## config.mk

```make
export PLATFORM = sky130hd
export DESIGN_NAME = uart_baud_gen
export DESIGN_NICKNAME = d
export VERILOG_FILES = /design/src/rtl/uart_baud_gen.sv
export SDC_FILE = /design/constraint.sdc
export NUM_CORES = 1
export LEC_CHECK = 0
export ABC_AREA = 1
export CAP_MARGIN = 0
export CORE_MARGIN = 1
export CORE_UTILIZATION = 40
export DETAILED_ROUTE_END_ITERATION = 10
export PLACE_DENSITY_LB_ADDON = 0.2
export SLEW_MARGIN = 20
export SYNTH_ARGS = -nofsm -noshare
export SYNTH_HDL_FRONTEND = slang
export SYNTH_SLANG_ARGS = --single-unit
```

## constraint.sdc

```tcl
create_clock -name clk -period 3.2 [get_ports clk]
set_input_delay 0.64 -clock clk [delete_from_list [all_inputs] [get_ports clk]]
set_output_delay 0.64 -clock clk [all_outputs]
set_load 0.02 [all_outputs]
```

## src/rtl/uart_baud_gen.sv

```systemverilog
// Programmable UART baud / oversample tick generator with glitch-free divisor update and
// start-bit resync. Optional fractional divisor accumulator enabled by `define UART_BAUD_FRAC_EN.
module uart_baud_gen #(
  parameter int                DIV_W        = 16,
  parameter int                OVS          = 16,
  parameter int                FRAC_W       = 4,
  parameter logic [DIV_W-1:0]  DEFAULT_DIV  = DIV_W'(32),
  parameter logic [FRAC_W-1:0] DEFAULT_FRAC = FRAC_W'(9)
) (
  input  logic              clk,
  input  logic              reset,
  input  logic              i_En,
  input  logic              i_Sync,
  input  logic              i_Div_Wr,
  input  logic [DIV_W-1:0]  i_Div,
  input  logic [FRAC_W-1:0] i_Div_Frac,
  output logic              o_Rx_Tick,
  output logic              o_Tx_Tick,
  output logic              o_Mid_Tick,
  output logic              o_Div_Pend
);

  localparam int OVS_W = $clog2(OVS);
  localparam logic [OVS_W-1:0] OVS_LAST = OVS_W'(OVS - 1);
  localparam logic [OVS_W-1:0] OVS_MID  = OVS_W'(OVS / 2 - 1);

  logic [DIV_W-1:0] div_cnt_q, div_cnt_d;
  logic [OVS_W-1:0] ovs_cnt_q, ovs_cnt_d;
  logic [DIV_W-1:0] div_act_q, div_act_d;
  logic [DIV_W-1:0] div_shd_q, div_shd_d;
  logic             pend_q, pend_d;
  logic             rx_q, rx_d;
  logic             tx_q, tx_d;
  logic             mid_q, mid_d;

  logic             carry;
  logic [DIV_W:0]   last_cnt;
  logic             wrap;
  logic             apply;

`ifdef UART_BAUD_FRAC_EN
  logic [FRAC_W-1:0] frac_act_q, frac_act_d;
  logic [FRAC_W-1:0] frac_shd_q, frac_shd_d;
  logic [FRAC_W-1:0] acc_q, acc_d;
  logic [FRAC_W:0]   acc_sum;

  // A carry out of the accumulator stretches the current period by one clock.
  assign acc_sum = {1'b0, acc_q} + {1'b0, frac_act_q};
  assign carry   = acc_sum[FRAC_W];
`else
  logic unused_frac;
  assign unused_frac = ^{i_Div_Frac, DEFAULT_FRAC};
  assign carry       = 1'b0;
`endif

  // Divisor 0 behaves as 1, so the terminal count never underflows.
  assign last_cnt = ((div_act_q == '0) ? '0 : ({1'b0, div_act_q} - (DIV_W+1)'(1)))
                  + {{DIV_W{1'b0}}, carry};
  assign wrap     = i_En && !i_Sync && ({1'b0, div_cnt_q} >= last_cnt);
  assign apply    = pend_q && (wrap || !i_En || i_Sync);

  always_comb begin
    // NOTE: every variable gets a default first so no path leaves one unassigned (no latches).
    div_cnt_d = div_cnt_q;
    ovs_cnt_d = ovs_cnt_q;
    div_act_d = div_act_q;
    div_shd_d = div_shd_q;
    pend_d    = pend_q;
    rx_d      = 1'b0;
    tx_d      = 1'b0;
    mid_d     = 1'b0;
`ifdef UART_BAUD_FRAC_EN
    frac_act_d = frac_act_q;
    frac_shd_d = frac_shd_q;
    acc_d      = acc_q;
`endif

    if (i_Sync) begin
      div_cnt_d = '0;
      ovs_cnt_d = '0;
`ifdef UART_BAUD_FRAC_EN
      acc_d     = '0;
`endif
    end else if (wrap) begin
      div_cnt_d = '0;
      ovs_cnt_d = ovs_cnt_q + 1'b1;
      rx_d      = 1'b1;
      tx_d      = (ovs_cnt_q == OVS_LAST);
      mid_d     = (ovs_cnt_q == OVS_MID);
`ifdef UART_BAUD_FRAC_EN
      acc_d     = acc_sum[FRAC_W-1:0];
`endif
    end else if (i_En) begin
      div_cnt_d = div_cnt_q + 1'b1;
    end

    // The old shadow is applied before a same-cycle write replaces it.
    if (apply) begin
      div_act_d = div_shd_q;
      pend_d    = 1'b0;
`ifdef UART_BAUD_FRAC_EN
      frac_act_d = frac_shd_q;
      acc_d      = '0;
`endif
    end

    if (i_Div_Wr) begin
      div_shd_d = i_Div;
      pend_d    = 1'b1;
`ifdef UART_BAUD_FRAC_EN
      frac_shd_d = i_Div_Frac;
`endif
    end
  end

  // NOTE: state registers use non-blocking assignments so all flops update together at the edge.
  always_ff @(posedge clk or negedge reset) begin
    if (!reset) begin
      div_cnt_q <= '0;
      ovs_cnt_q <= '0;
      div_act_q <= DEFAULT_DIV;
      div_shd_q <= DEFAULT_DIV;
      pend_q    <= 1'b0;
      rx_q      <= 1'b0;
      tx_q      <= 1'b0;
      mid_q     <= 1'b0;
    end else begin
      div_cnt_q <= div_cnt_d;
      ovs_cnt_q <= ovs_cnt_d;
      div_act_q <= div_act_d;
      div_shd_q <= div_shd_d;
      pend_q    <= pend_d;
      rx_q      <= rx_d;
      tx_q      <= tx_d;
      mid_q     <= mid_d;
    end
  end

`ifdef UART_BAUD_FRAC_EN
  always_ff @(posedge clk or negedge reset) begin
    if (!reset) begin
      frac_act_q <= DEFAULT_FRAC;
      frac_shd_q <= DEFAULT_FRAC;
      acc_q      <= '0;
    end else begin
      frac_act_q <= frac_act_d;
      frac_shd_q <= frac_shd_d;
      acc_q      <= acc_d;
    end
  end
`endif

  assign o_Rx_Tick  = rx_q;
  assign o_Tx_Tick  = tx_q;
  assign o_Mid_Tick = mid_q;
  assign o_Div_Pend = pend_q;

endmodule

```

==> impl_results.md <==
* Run status: complete, no violations
* Syn Area/Cell at 7.50 sq um
* Final layout net count at 521
* Layout cells sized above 1 at 0.0983
* Synthesized Nets at 490
* R2r startpoint: div_act_q[0]
* Flop-to-flop setup slack at 0.28 ns
* Cell leakage power at 2.03 nW
* Estimated wirelength of the detail-placed design at 5090 um
* Startpoint types: flop
* Most used DFF post-synth: dfrtp_1
* Number of enable-type register cells in the synthesized netlist at 0
* First-pass iteration count of the detailed router at 4
* H-tree lvl count at 2
* Port Buffers at 24
* Cells after Synth at 446
* Top cells by area in the synthesized netlist: dfrtp_1 40%, nand2_1 18%, nand3_1 7.2%
* Kind of cell with the highest combined delay on the critical path: simple AND/OR/NAND/NOR gates
* Final setup violation count at 0
* Period utilisation layout at 0.912
* Relative max-transition margin at 0.511
* Endpoint arrival time on the critical path at 3.12 ns
* Wire length of the first global-routing pass at 12200 um
* Crit-path max FO at 8
* Setup clock skew after layout at 0.00529 ns
* Post-detailed-route DRC marker count at 0
* Total number of vias at 2794
* Die Outline Area at 0.00873 sq mm
* Number of stages on the worst setup path at 23
* Final number of hold-violating endpoints at 0
* Cells traversed along the worst timing path: inv_1, ha_2, nand2_1, nor2_2, nand2_1, inv_2, nand2_2, inv_2, nand2_1, nor3_2, a21oi_1, ha_1, nand2_1, inv_1, nand2_1, nand2_1, nand2_1, nand3_2, nor2_4, nand3_4, buf_6, nand3_1, nand2_1
* Least-Margin Pin Slew at 0.733 ns
* Library cell occupying the most area in the post-synthesis netlist: dfrtp_1
* Shortest clock period the worst path allows after layout at 2.92 ns
* Top cell by count, worst path: nand2_1
* Syn-to-layout area delta at 15.4%
* Setup slack at placement at 0.222 ns
* Horiz. Die Dim at 93.4 um
* Flops & latches, synth at 56
* Clock root buffer: clkbuf_8
* Antenna violations before repair at 0
* Remaining global-route overflow at 0
* Slowest cell on crit path: dfrtp_1
* Total wire length after detailed routing at 6630 um
* Clock latency at the later pin of the worst-skew pair at 0.31 ns
* Clk sink count at 56
* Antenna-violating nets left at 0
* Top-Level Pins at 29
* R2R depth at 23
* Routability cong. at 0.876
* Area fraction of the dominant cell type after synthesis at 0.404
* Pin count of the biggest net entering global routing at 33
* Die Span Y at 93.4 um
* CP Class: flop to flop
* Async S/R FF share, synth at 1.00
* Cell Area, Synth at 0.00334 sq mm
* Routed length per instance at 11.4 um
* Stage delay of the slowest cell on the critical path at 0.41 ns
* Final-report max-slew violation count at 0
* Data required time at the worst endpoint at 3.40 ns
* Std-Cell Core Area at 0.00789 sq mm
* Type of destination of the critical path: flop
* Clock tree from TritonCTS: built
* Number of violations reported at the end of detailed-routing iteration 0 at 91
* Via-per-instance ratio at 4.82
* Number of distinct library cell variants in the gate-level netlist after synthesis at 35
* Tot GR Track Use at 0.175
* Power density normalized to cell area at 404 mW/mm^2
* Type of the worst min-delay path: input port to async pin
* Part of the Yosys area used for sequential elements at 0.420
* Placed inst area at 0.00371 sq mm
* Cell row count at 32
* Most repeated cell in the gate-level netlist after synthesis: nand2_1
* Count of yosys warnings during synthesis at 0
* Most frequent cells after synthesis: 161 x nand2_1, 54 x dfrtp_1, 48 x nand3_1
* Achievable Freq at 0.343 GHz
* Total negative slack at 0 ns
* Max capacitance violation total at 0
* TritonCTS Buffers at 5
* Number of cells in the design after placement at 570
* Count of buffer and inverter cells on the critical path at 5
* Initial cell density of the core at 0.424
* Worst path setup slack after routing at 0.281 ns
* Final non-filler cell area at 0.00386 sq mm
* Reg clk slew, reported paths at 0.10 ns
* Via count of the first global-routing pass at 2718
* Number of hold-repair buffers added at the cts stage at 0
* Reg-to-Reg End: div_act_q[14]
* Non-filler cells in the finished layout at 580
* Deepest clock path buffer count at 2
* Max IR drop VDD at 0.196 mV
* Number of diodes added for antenna fixing at 0
[flip-flops by register name, summed over array words and instances, names as in the netlist]
register and cells:
div_act_q 16, div_cnt_q 16, div_shd_q 16, ovs_cnt_q 4, o_Div_Pend 1, o_Mid_Tick 1
o_Rx_Tick 1, o_Tx_Tick 1
[layout by cell type (no fill, tap or decap), types with 2 or more instances in the layout]
master           count
o22ai_1              5
buf_4                7
nand3b_1             2
nand3_1             48
xor2_1              16
clkdlybuf4s50_1     23
nor2_1              35
ha_1                18
clkbuf_8             6
nand2_2              2
xnor2_1              2
inv_2                7
dfrtp_1             54
nor3_2               3
a21oi_1              5
inv_1               36
o21bai_1             2
or2_2                5
o21ai_0              7
dfstp_2              2
nor2_2               5
nand4_1              7
buf_6                3
nor3_1               4
nand2_1            160
clkinv_1             2
[per-layer routing]
layer	GRT usage	up-vias	routed length [um]
met5	0	-	0
met4	0.0423	0	73
met3	0.0268	7	173
met2	0.298	45	3120
met1	0.234	1261	3260
li1	-	1481	-
[where the power goes]
| part | switching, mW | internal [mW] |
|---|---|---|
| combinational | 0.197 | 0.143 |
| sequential | 0.0533 | 0.760 |
| clock | 0.230 | 0.177 |
| total | 0.480 | 1.08 |
[layout make-up]
type                       count  area [sq um]
clock buffer                   7          86.3
clock inverter                 1          7.51
fill                         773          4030
inverter                      45           169
multi-input combinational    335          1740
sequential                    56          1400
tap                          102           128
timing repair buffer          34           322
[through the flow]
| step | hold WS (ns) | power, mW | utilization |
|---|---|---|---|
| 6_report | 0.325 | 1.56 | 0.489 |
| 5_1_grt | 0.361 | 1.68 | 0.489 |
| 4_1_cts | 0.349 | 1.57 | 0.483 |
| 3_5_place_dp | 0.454 | 1.16 | 0.471 |
| 3_3_place_gp | 0.454 | 1.15 | 0.471 |
| 2_1_floorplan | 0.344 | 1.05 | - |
[cell families after synthesis]
family | Yosys count | share of synthesized area
adder cells (fa/ha/maj) | 19 | 0.0711
XOR/XNOR | 18 | 0.0471
AO/OA/AOI/OAI | 22 | 0.0374
AND/OR/NAND/NOR | 276 | 0.358
flip-flops | 56 | 0.420
buffers and inverters | 55 | 0.0666
[worst max-delay path by stage]
| stage | startpoint | endpoint |
|---|---|---|
| final | div_act_q[0] | div_act_q[14] |
| after global routing | div_act_q[0] | div_act_q[14] |
| after floorplan | div_act_q[0] | div_act_q[0] |
| after CTS | div_act_q[0] | div_cnt_q[12] |
| after detailed placement | div_act_q[0] | div_cnt_q[2] |
| after global placement | div_act_q[0] | div_cnt_q[2] |
[repair_timing]
action,in CTS,in global routing
resized for setup,0,10
buffers inserted,0,2
setup endpoints to repair,0,37
Note: power is estimated with default switching activity, not from simulation.
==> variant: new RTL, same settings <==
The output `o_Tx_Tick` loses its register stage (`tx_q` becomes a continuous assignment).
--- a/src/rtl/uart_baud_gen.sv
+++ b/src/rtl/uart_baud_gen.sv
@@ -122,7 +122,6 @@
       div_shd_q <= DEFAULT_DIV;
       pend_q    <= 1'b0;
       rx_q      <= 1'b0;
-      tx_q      <= 1'b0;
       mid_q     <= 1'b0;
     end else begin
       div_cnt_q <= div_cnt_d;
@@ -131,10 +130,11 @@
       div_shd_q <= div_shd_d;
       pend_q    <= pend_d;
       rx_q      <= rx_d;
-      tx_q      <= tx_d;
       mid_q     <= mid_d;
     end
   end
+
+  assign tx_q = tx_d;
 
 `ifdef UART_BAUD_FRAC_EN
   always_ff @(posedge clk or negedge reset) begin
Check against the original RTL: no difference found for any inputs over 10 cycles, from zero or initial values and one cycle with reset low; that may be too few to reach the edited logic, so the function may still have changed.
==> variant against the unedited design <==
- the run now ends with setup timing left
- synthesized cell count down 0.22%
- sequential cell count down 1
- routed wire length up 13%
- global-route usage up 1.9 points
- total power up 8.4%
- final area up 11%
- sequential share of layout area down 4.2 points
- area after synthesis down 0.75%
- non-clock buffer count up 39
- combinational power up 49%
- setup slack worse by 0.61 ns
- critical path depth down 2
- highest routed layer unchanged
==> variant: results <==
export IMPL_layout_drive_gt1_share=0.242
export IMPL_seq_cells=55
export IMPL_failed_checks="setup timing"
export IMPL_drtIter0Drc=79
export IMPL_grt_util_all_layers=0.194
export IMPL_grt_start_max_net_pins=32
export IMPL_fillers=748
export IMPL_p_leak_uw=0.00223
export IMPL_syn_nets=489
export IMPL_setup_slack_ns=-0.330
export IMPL_finalSetupViolations=1
export IMPL_cts_htree_levels=2
export IMPL_p_clk_uw=393
export IMPL_viasPerCell=4.88
export IMPL_nNetsFinal=559
export IMPL_multi_input_area_sq_mm=0.00190
export IMPL_powerSeq_uw=792
export IMPL_gp_congestion=0.854
export IMPL_dpl_hpwl_mm=5.44
export IMPL_grtUsageMet2=0.355
export IMPL_buf_share=0.144
export IMPL_critPathMaxStageDelay_ns=0.54
export IMPL_use_met1=0.234
export IMPL_synth_common_cells="161 x nand2_1, 53 x dfrtp_1, 48 x nand3_1"
export IMPL_grt_util_met3=0.0309
export IMPL_slew_headroom=0.549
export IMPL_synthArstFlopShare=1.00
export IMPL_grt_pass1_wl_mm=13.5
export IMPL_wl_per_cell_um=12.1
export IMPL_ys_seq_area_frac=0.415
export IMPL_p_int_uw=1140
export IMPL_syn_area_per_cell_sq_um=7.46
export IMPL_grt_pass1_vias=3065
export IMPL_drtPass1Iterations=6
export IMPL_ff_latch_area_sq_mm=0.00138
export IMPL_yosys_top_cells_area="dfrtp_1 40%, nand2_1 18%, nand3_1 7.2%"
export IMPL_final_clk_cell_share=0.0213
export IMPL_outcome="finished, violations left"
export IMPL_skew_ns=0.00826
export IMPL_ir_drop_v=0.000225
export IMPL_vias=3015
export IMPL_nonClockBufferCount=73
variant: changes by cell type after synthesis, sizes merged:
cell   delta
dfrtp     -1
variant: cells by family (layout without fill, tap and decap cells):
family,count (synthesis),count (layout),share of synthesized area
and+or+nand+nor,276,276,0.361
DFF,55,55,0.415
buffers and inverters,55,126,0.0671
AOI/OAI and AO/OA,22,22,0.0377
adders and majority gates,19,19,0.0716
xor gates and xnor gates,18,18,0.0475
variant: path summary, 6_finish.rpt:
path	from	end	slack, ns	depth (start not counted)
hold reg to reg	div_shd_q[5]	div_shd_q[5]	0.47	2
setup reg to reg	div_act_q[5]	div_act_q[14]	0.25	21
max in group asynchronous	reset	div_shd_q[5]	2.06	2
hold / removal	reset	div_cnt_q[3]	0.32	1
min in group clk	div_shd_q[5]	div_shd_q[5]	0.47	2
setup / recovery	div_act_q[5]	o_Tx_Tick	-0.33	21
variant: metal layers:
layer | part of all wire | vias up
li1 | - | 1560
met1 | 0.46 | 1399
met2 | 0.50 | 43
met3 | 0.023 | 13
met4 | 0.019 | 0
met5 | 0 | -
variant: per-stage QoR:
stage | area (sq um) | power [uW] | setup TNS, ns | setup WS, ns
after CTS | 4250 | 1690 | -0.301 | -0.301
after global routing | 4280 | 1810 | -0.536 | -0.536
after floorplan | 3330 | 1040 | 0 | 0.0151
final | 4280 | 1690 | -0.330 | -0.330
after global placement | 3940 | 1210 | -0.491 | -0.491
after detailed placement | 3940 | 1220 | -0.523 | -0.523
variant: what timing repair did:
| action | in CTS | in global routing |
|---|---|---|
| resized for setup | 50 | 7 |
| gates cloned | 1 | 0 |
| buffers inserted | 6 | 2 |
| pin swaps | 29 | 10 |
| endpoints found under the setup margin | 1 | 27 |
